<file path="src/rtl/pc_sequencer.sv">
// Program counter with sequential, jump, branch and call/return (RAS) next-address sources.
// Optional trap/eret support is enabled by defining PC_TRAP_EN.
module pc_sequencer #(
    parameter int                     PC_WIDTH     = 16,
    parameter logic [PC_WIDTH-1:0]    RESET_VECTOR = '0,
    parameter logic [PC_WIDTH-1:0]    STEP         = PC_WIDTH'(1),
`ifdef PC_TRAP_EN
    parameter logic [PC_WIDTH-1:0]    TRAP_VECTOR  = PC_WIDTH'(16'h0008),
`endif
    parameter int                     RAS_DEPTH    = 4
) (
    input  logic                clk,
    input  logic                reset,
    input  logic                en_pc,
    input  logic                stall,
    input  logic                jump_en,
    input  logic [PC_WIDTH-1:0] jump_addr,
    input  logic                branch_en,
    input  logic [PC_WIDTH-1:0] branch_off,
    input  logic                call_en,
    input  logic                ret_en,
`ifdef PC_TRAP_EN
    input  logic                trap_req,
    input  logic                eret_en,
    output logic [PC_WIDTH-1:0] epc,
`endif
    output logic [PC_WIDTH-1:0] pc_result,
    output logic [PC_WIDTH-1:0] pc_next,
    output logic                ras_empty,
    output logic                ras_full,
    output logic                ras_err
);

    localparam int PTR_W = $clog2(RAS_DEPTH);
    localparam int CNT_W = PTR_W + 1;

    logic [PC_WIDTH-1:0] ras_mem [RAS_DEPTH];
    logic [PTR_W-1:0]    ras_ptr;
    logic [PTR_W-1:0]    top_ptr;
    logic [CNT_W-1:0]    ras_count;
    logic [PC_WIDTH-1:0] pc_inc;
    logic                update;
    logic                do_push;
    logic                do_pop;
`ifdef PC_TRAP_EN
    logic                do_trap;
`endif

    assign update    = reset && en_pc && !stall;
    assign pc_inc    = pc_result + STEP;
    assign top_ptr   = ras_ptr - PTR_W'(1);
    assign ras_empty = (ras_count == '0);
    assign ras_full  = (ras_count == CNT_W'(RAS_DEPTH));

    // ras_ptr always names the next free slot; once full it wraps onto the oldest entry.
    always_comb begin
        do_push = 1'b0;
        do_pop  = 1'b0;
        pc_next = pc_result;
`ifdef PC_TRAP_EN
        do_trap = 1'b0;
`endif
        if (update) begin
`ifdef PC_TRAP_EN
            if (trap_req) begin
                do_trap = 1'b1;
                pc_next = TRAP_VECTOR;
            end else if (eret_en) begin
                pc_next = epc;
            end else
`endif
            if (ret_en) begin
                do_pop  = 1'b1;
                pc_next = ras_empty ? pc_inc : ras_mem[top_ptr];
            end else if (call_en) begin
                do_push = 1'b1;
                pc_next = jump_addr;
            end else if (jump_en) begin
                pc_next = jump_addr;
            end else if (branch_en) begin
                pc_next = pc_result + branch_off;
            end else begin
                pc_next = pc_inc;
            end
        end
    end

    always_ff @(posedge clk) begin
        if (do_push) begin
            ras_mem[ras_ptr] <= pc_inc;
        end
    end

    always_ff @(posedge clk or negedge reset) begin
        if (!reset) begin
            pc_result <= RESET_VECTOR;
            ras_ptr   <= '0;
            ras_count <= '0;
            ras_err   <= 1'b0;
        end else begin
            pc_result <= pc_next;
            if (do_push) begin
                ras_ptr <= ras_ptr + PTR_W'(1);
                if (ras_full) begin
                    ras_err <= 1'b1;
                end else begin
                    ras_count <= ras_count + CNT_W'(1);
                end
            end else if (do_pop) begin
                if (ras_empty) begin
                    ras_err <= 1'b1;
                end else begin
                    ras_ptr   <= top_ptr;
                    ras_count <= ras_count - CNT_W'(1);
                end
            end
        end
    end

`ifdef PC_TRAP_EN
    always_ff @(posedge clk or negedge reset) begin
        if (!reset) begin
            epc <= '0;
        end else if (do_trap) begin
            epc <= pc_result;
        end
    end
`endif

endmodule

</file>
<file path="config.mk">
export PLATFORM = sky130hd
export DESIGN_NAME = pc_sequencer
export DESIGN_NICKNAME = d
export VERILOG_FILES = /design/src/rtl/pc_sequencer.sv
export SDC_FILE = /design/constraint.sdc
export NUM_CORES = 1
export LEC_CHECK = 0
export BUFFER_PORTS_ARGS = -buffer_cell sky130_fd_sc_hd__clkbuf_2
export CAP_MARGIN = 30
export CORE_MARGIN = 2
export CORE_UTILIZATION = 45
export CTS_BUF_LIST = sky130_fd_sc_hd__clkbuf_4 sky130_fd_sc_hd__clkbuf_8
export DETAILED_ROUTE_END_ITERATION = 8
export PLACE_DENSITY = 0.65
export SYNTH_ARGS = -nofsm -noshare
export SYNTH_HDL_FRONTEND = slang
export SYNTH_SLANG_ARGS = --single-unit
</file>
<file path="constraint.sdc">
create_clock -name clk -period 3.05 [get_ports clk]
set_clock_uncertainty 0.2 [all_clocks]
set_input_delay 0.305 -clock clk [delete_from_list [all_inputs] [get_ports clk]]
set_output_delay 0.305 -clock clk [all_outputs]
set_load 0.02 [all_outputs]
</file>
==> results.rst <==
.. list-table::
   :header-rows: 1

   * - Metric
     - Value
   * - Final antenna-violating net count
     - 0
   * - Detail Placement HPWL
     - 10600 um
   * - Core footprint
     - 11300 um2
   * - Number of pins with negative max-slew slack in the final report
     - 0
   * - Violations in the final reports
     - negative setup slack
   * - Vias per cell
     - 5.94
   * - I/O Buffers
     - 74
   * - Detailed-routing wirelength on met1
     - 6520 um
   * - Share of flip-flops with an asynchronous set or reset
     - 25.6%
   * - Hold Crit Endpoint
     - pc_result[5]
   * - Total routing resource utilization after global routing
     - 24.0%
   * - Worst path max stage delay
     - 0.40 ns
   * - Pin slew with the least headroom to its limit
     - 0.649 ns
   * - Via count
     - 4439
   * - Reg2Reg Capture Point
     - pc_result[11]
   * - Post-synthesis instance total
     - 470
   * - Reg-to-reg slack, setup
     - 0.55 ns
   * - Setup Total Neg Slack
     - -0.338 ns
   * - Highest metal layer used by the detailed router
     - met4
   * - Sequential element share of the synthesized area
     - 47.9%
   * - Clock latency reported for the late side of the worst-skew pair
     - 0.37 ns
   * - Run status
     - complete, but fails checks
   * - Final hold vios
     - 0
   * - Fin nets
     - 661
   * - Tcrit/Tclk final
     - 103%
   * - Top-Level Pins
     - 75
   * - Area added between synthesis and finish
     - 31.2%
   * - TritonCTS clock tree
     - built
   * - Number of global-route vias before repair
     - 4370
   * - Highest achievable clock rate
     - 318 MHz
   * - Final setup viols
     - 7
   * - Crit path arrival time
     - 2.64 ns
   * - Horizontal extent of the die
     - 111 um
   * - Reg2Reg Launch Point
     - pc_result[1]
   * - Wire length reported by the detailed router
     - 14800 um
   * - Leakage component of the power
     - 0.00259 uW
   * - Wire length of the first global-routing pass
     - 23100 um
   * - Crit path capture type
     - primary output
   * - Total of flip-flops plus latches after synthesis
     - 86
   * - Synth Cell Area
     - 5160 um2
   * - Fraction of post-synthesis cell area in the top cell type by area
     - 37.2%
   * - Number of core rows
     - 39
   * - Count of synthesis-stage warnings from yosys
     - 0
   * - Most common library cell in the layout ignoring fill and taps
     - sky130_fd_sc_hd__buf_4
   * - Average footprint of a synthesized cell
     - 11.0 um2
   * - Minimum setup slack in the final design
     - -0.0948 ns
   * - Final weighted congestion in routability-driven placement
     - 0.896
   * - Class of the tightest hold or removal check
     - in -> reg
   * - Reg2Reg Depth
     - 10
   * - Worst hold path cell count
     - 3
   * - Crit path max-delay cell type
     - sky130_fd_sc_hd__dfrtp_1
   * - Depth of the CTS H-tree
     - 3
   * - Number of distinct library cell variants in the gate-level netlist after synthesis
     - 67
   * - Shortest period the worst path allows
     - 3.14 ns
   * - Worst min-delay path startpoint
     - jump_addr[5]
   * - DRC violation total after the first TritonRoute iteration
     - 325
   * - Data required, critical path
     - 2.54 ns
   * - Worst slew margin relative to its limit
     - 56.6%
   * - Vertical die dimension
     - 111 um
   * - Clock net sink count
     - 86
   * - Share of layout cells above drive strength 1
     - 40.4%
   * - Critical path class
     - reg -> out
   * - Clock Root Buffer
     - sky130_fd_sc_hd__clkbuf_8
   * - Count of flip-flops with a built-in enable after synthesis
     - 64
   * - Worst slack, placed
     - -0.0697 ns
   * - Number of buffers created by CTS
     - 9
   * - Post-Layout Inst Area
     - 6780 um2
   * - Largest net degree at the start of global routing
     - 19
   * - Max Cap Viol
     - 0
   * - Cell Area, Placed
     - 5930 um2
   * - Longest Clk Path Bufs
     - 2
   * - Sort of element at the start of the critical path
     - flip-flop
   * - Worst ir drop on vdd
     - 0.514 mV
   * - Met3 WL post-DR
     - 744 um
   * - Most frequent cells in the layout
     - sky130_fd_sc_hd__buf_4 (72), sky130_fd_sc_hd__edfxtp_1 (64), sky130_fd_sc_hd__clkbuf_2 (63), sky130_fd_sc_hd__nand2_1 (40), sky130_fd_sc_hd__nor2_1 (38)
   * - Die ar.
     - 12400 um2
   * - Clock transition at the register clock pins on the worst setup and hold paths after CTS
     - 0.10 ns
   * - Post-synth top area cell
     - sky130_fd_sc_hd__edfxtp_1
   * - Maximum fanout along the worst path
     - 3
   * - Final core utilization
     - 59.9%
   * - Total gr overflow
     - 0
   * - Worst path cell trace
     - ha_2 -> fa_2 -> a21oi_4 -> o21ai_2 -> a2111oi_4 -> o211ai_1 -> nor3b_2 -> nor2_1 -> buf_4
   * - Initial Utilization
     - 45.6%
   * - Wire length per cell after detailed routing
     - 19.8 um
   * - Antenna cells
     - 0
   * - Pwr Density
     - 866 nW/um2
   * - Met2 routed wirelength
     - 7180 um
   * - Most area-consuming cells after synthesis
     - sky130_fd_sc_hd__edfxtp_1 (37%), sky130_fd_sc_hd__dfrtp_1 (11%), sky130_fd_sc_hd__mux4_2 (7.0%)
   * - Synth Flop Type
     - sky130_fd_sc_hd__edfxtp_1
   * - RSZ-0062 raised after global routing
     - yes
   * - Number of remaining DRC errors
     - 0
   * - Initial antenna violation count
     - 0
   * - Post-synthesis net count
     - 532
   * - Worst Hold Slack
     - 0.0579 ns
   * - Number of search-and-repair iterations in the first detailed-routing pass
     - 5
==> power breakdown <==
group	total [uW]	internal [uW]	switching, uW
combinational	3430	1530	1910
clock	788	314	474
sequential	1650	1510	143
==> routing by layer <==
layer,vias to the layer above,global-route usage (%)
met4,0,9.30
li1,2055,-
met3,26,3.17
met2,185,38.7
met5,-,0
met1,2173,33.1
==> sequential cells by signal, indices dropped and copies added (netlist names) <==
name / cells
ras_ptr: 2
ras_mem: 64
ras_count: 3
pc_result: 16
ras_err: 1
==> worst max-delay path by stage <==
stage                   from         end  slack (ns)
2_1_floorplan     ras_ptr[0]  pc_next[6]        0.04
3_3_place_gp   branch_off[0]  pc_next[8]        0.01
3_5_place_dp   branch_off[0]  pc_next[8]       -0.07
4_1_cts         pc_result[0]  pc_next[8]       -0.06
5_1_grt         pc_result[0]  pc_next[8]       -0.19
6_report        pc_result[0]  pc_next[8]       -0.09
==> final cells by class <==
| class | instances | area, um2 |
|---|---|---|
| Clock buffer | 9 | 124 |
| Clock inverter | 7 | 67.6 |
| Sequential cell | 86 | 2470 |
| Tap cell | 143 | 179 |
| Fill cell | 915 | 4540 |
| Timing Repair Buffer | 142 | 946 |
| Inverter | 14 | 55.1 |
| Multi-Input combinational cell | 346 | 2930 |
==> worst max-delay path: cells and delay by family, from the launching register on <==
family                   cells  cell delay [ns]
flip-flops                   1             0.40
adder cells (fa/ha/maj)      2             0.56
AO/OA/AOI/OAI                4             0.77
AND/OR/NAND/NOR              2             0.35
buffers and inverters        1             0.17
==> logic make-up (layout without fill, tap and decap cells) <==
family / after synthesis / count (layout) / share of synthesized area (%)
xor+xnor: 24 / 24 / 4.22
fa+ha+maj: 22 / 22 / 5.62
simple gates: 143 / 143 / 14.4
mux: 21 / 21 / 7.95
buf+inv: 38 / 172 / 3.49
flops: 86 / 86 / 47.9
compound gates: 136 / 136 / 16.4
==> cells in the mapped netlist, types with 9 or more instances <==
cell,n
sky130_fd_sc_hd__nand2_1,42
sky130_fd_sc_hd__xnor2_1,15
sky130_fd_sc_hd__a211oi_1,9
sky130_fd_sc_hd__nor3_1,12
sky130_fd_sc_hd__o21ai_0,28
sky130_fd_sc_hd__ha_1,20
sky130_fd_sc_hd__nand3_1,12
sky130_fd_sc_hd__dfrtp_1,22
sky130_fd_sc_hd__clkbuf_1,13
sky130_fd_sc_hd__nor2_1,39
sky130_fd_sc_hd__mux4_2,16
sky130_fd_sc_hd__edfxtp_1,64
sky130_fd_sc_hd__inv_1,13
sky130_fd_sc_hd__a21oi_1,43
sky130_fd_sc_hd__a31oi_1,11
==> through the flow <==
step	instances	total power (uW)
2_1_floorplan	470	3510
3_3_place_gp	708	4420
3_5_place_dp	708	4460
4_1_cts	736	5550
5_1_grt	747	6190
6_report	747	5870
==> what timing repair did <==
item,4_1_cts,5_1_grt
hold buffers,1,0
gates resized for setup,53,52
hold endpoints to repair,22,0
setup buffers,11,12
setup endpoints to repair,12,15
pin swaps,19,38
Power figures use the tool's default switching activity.
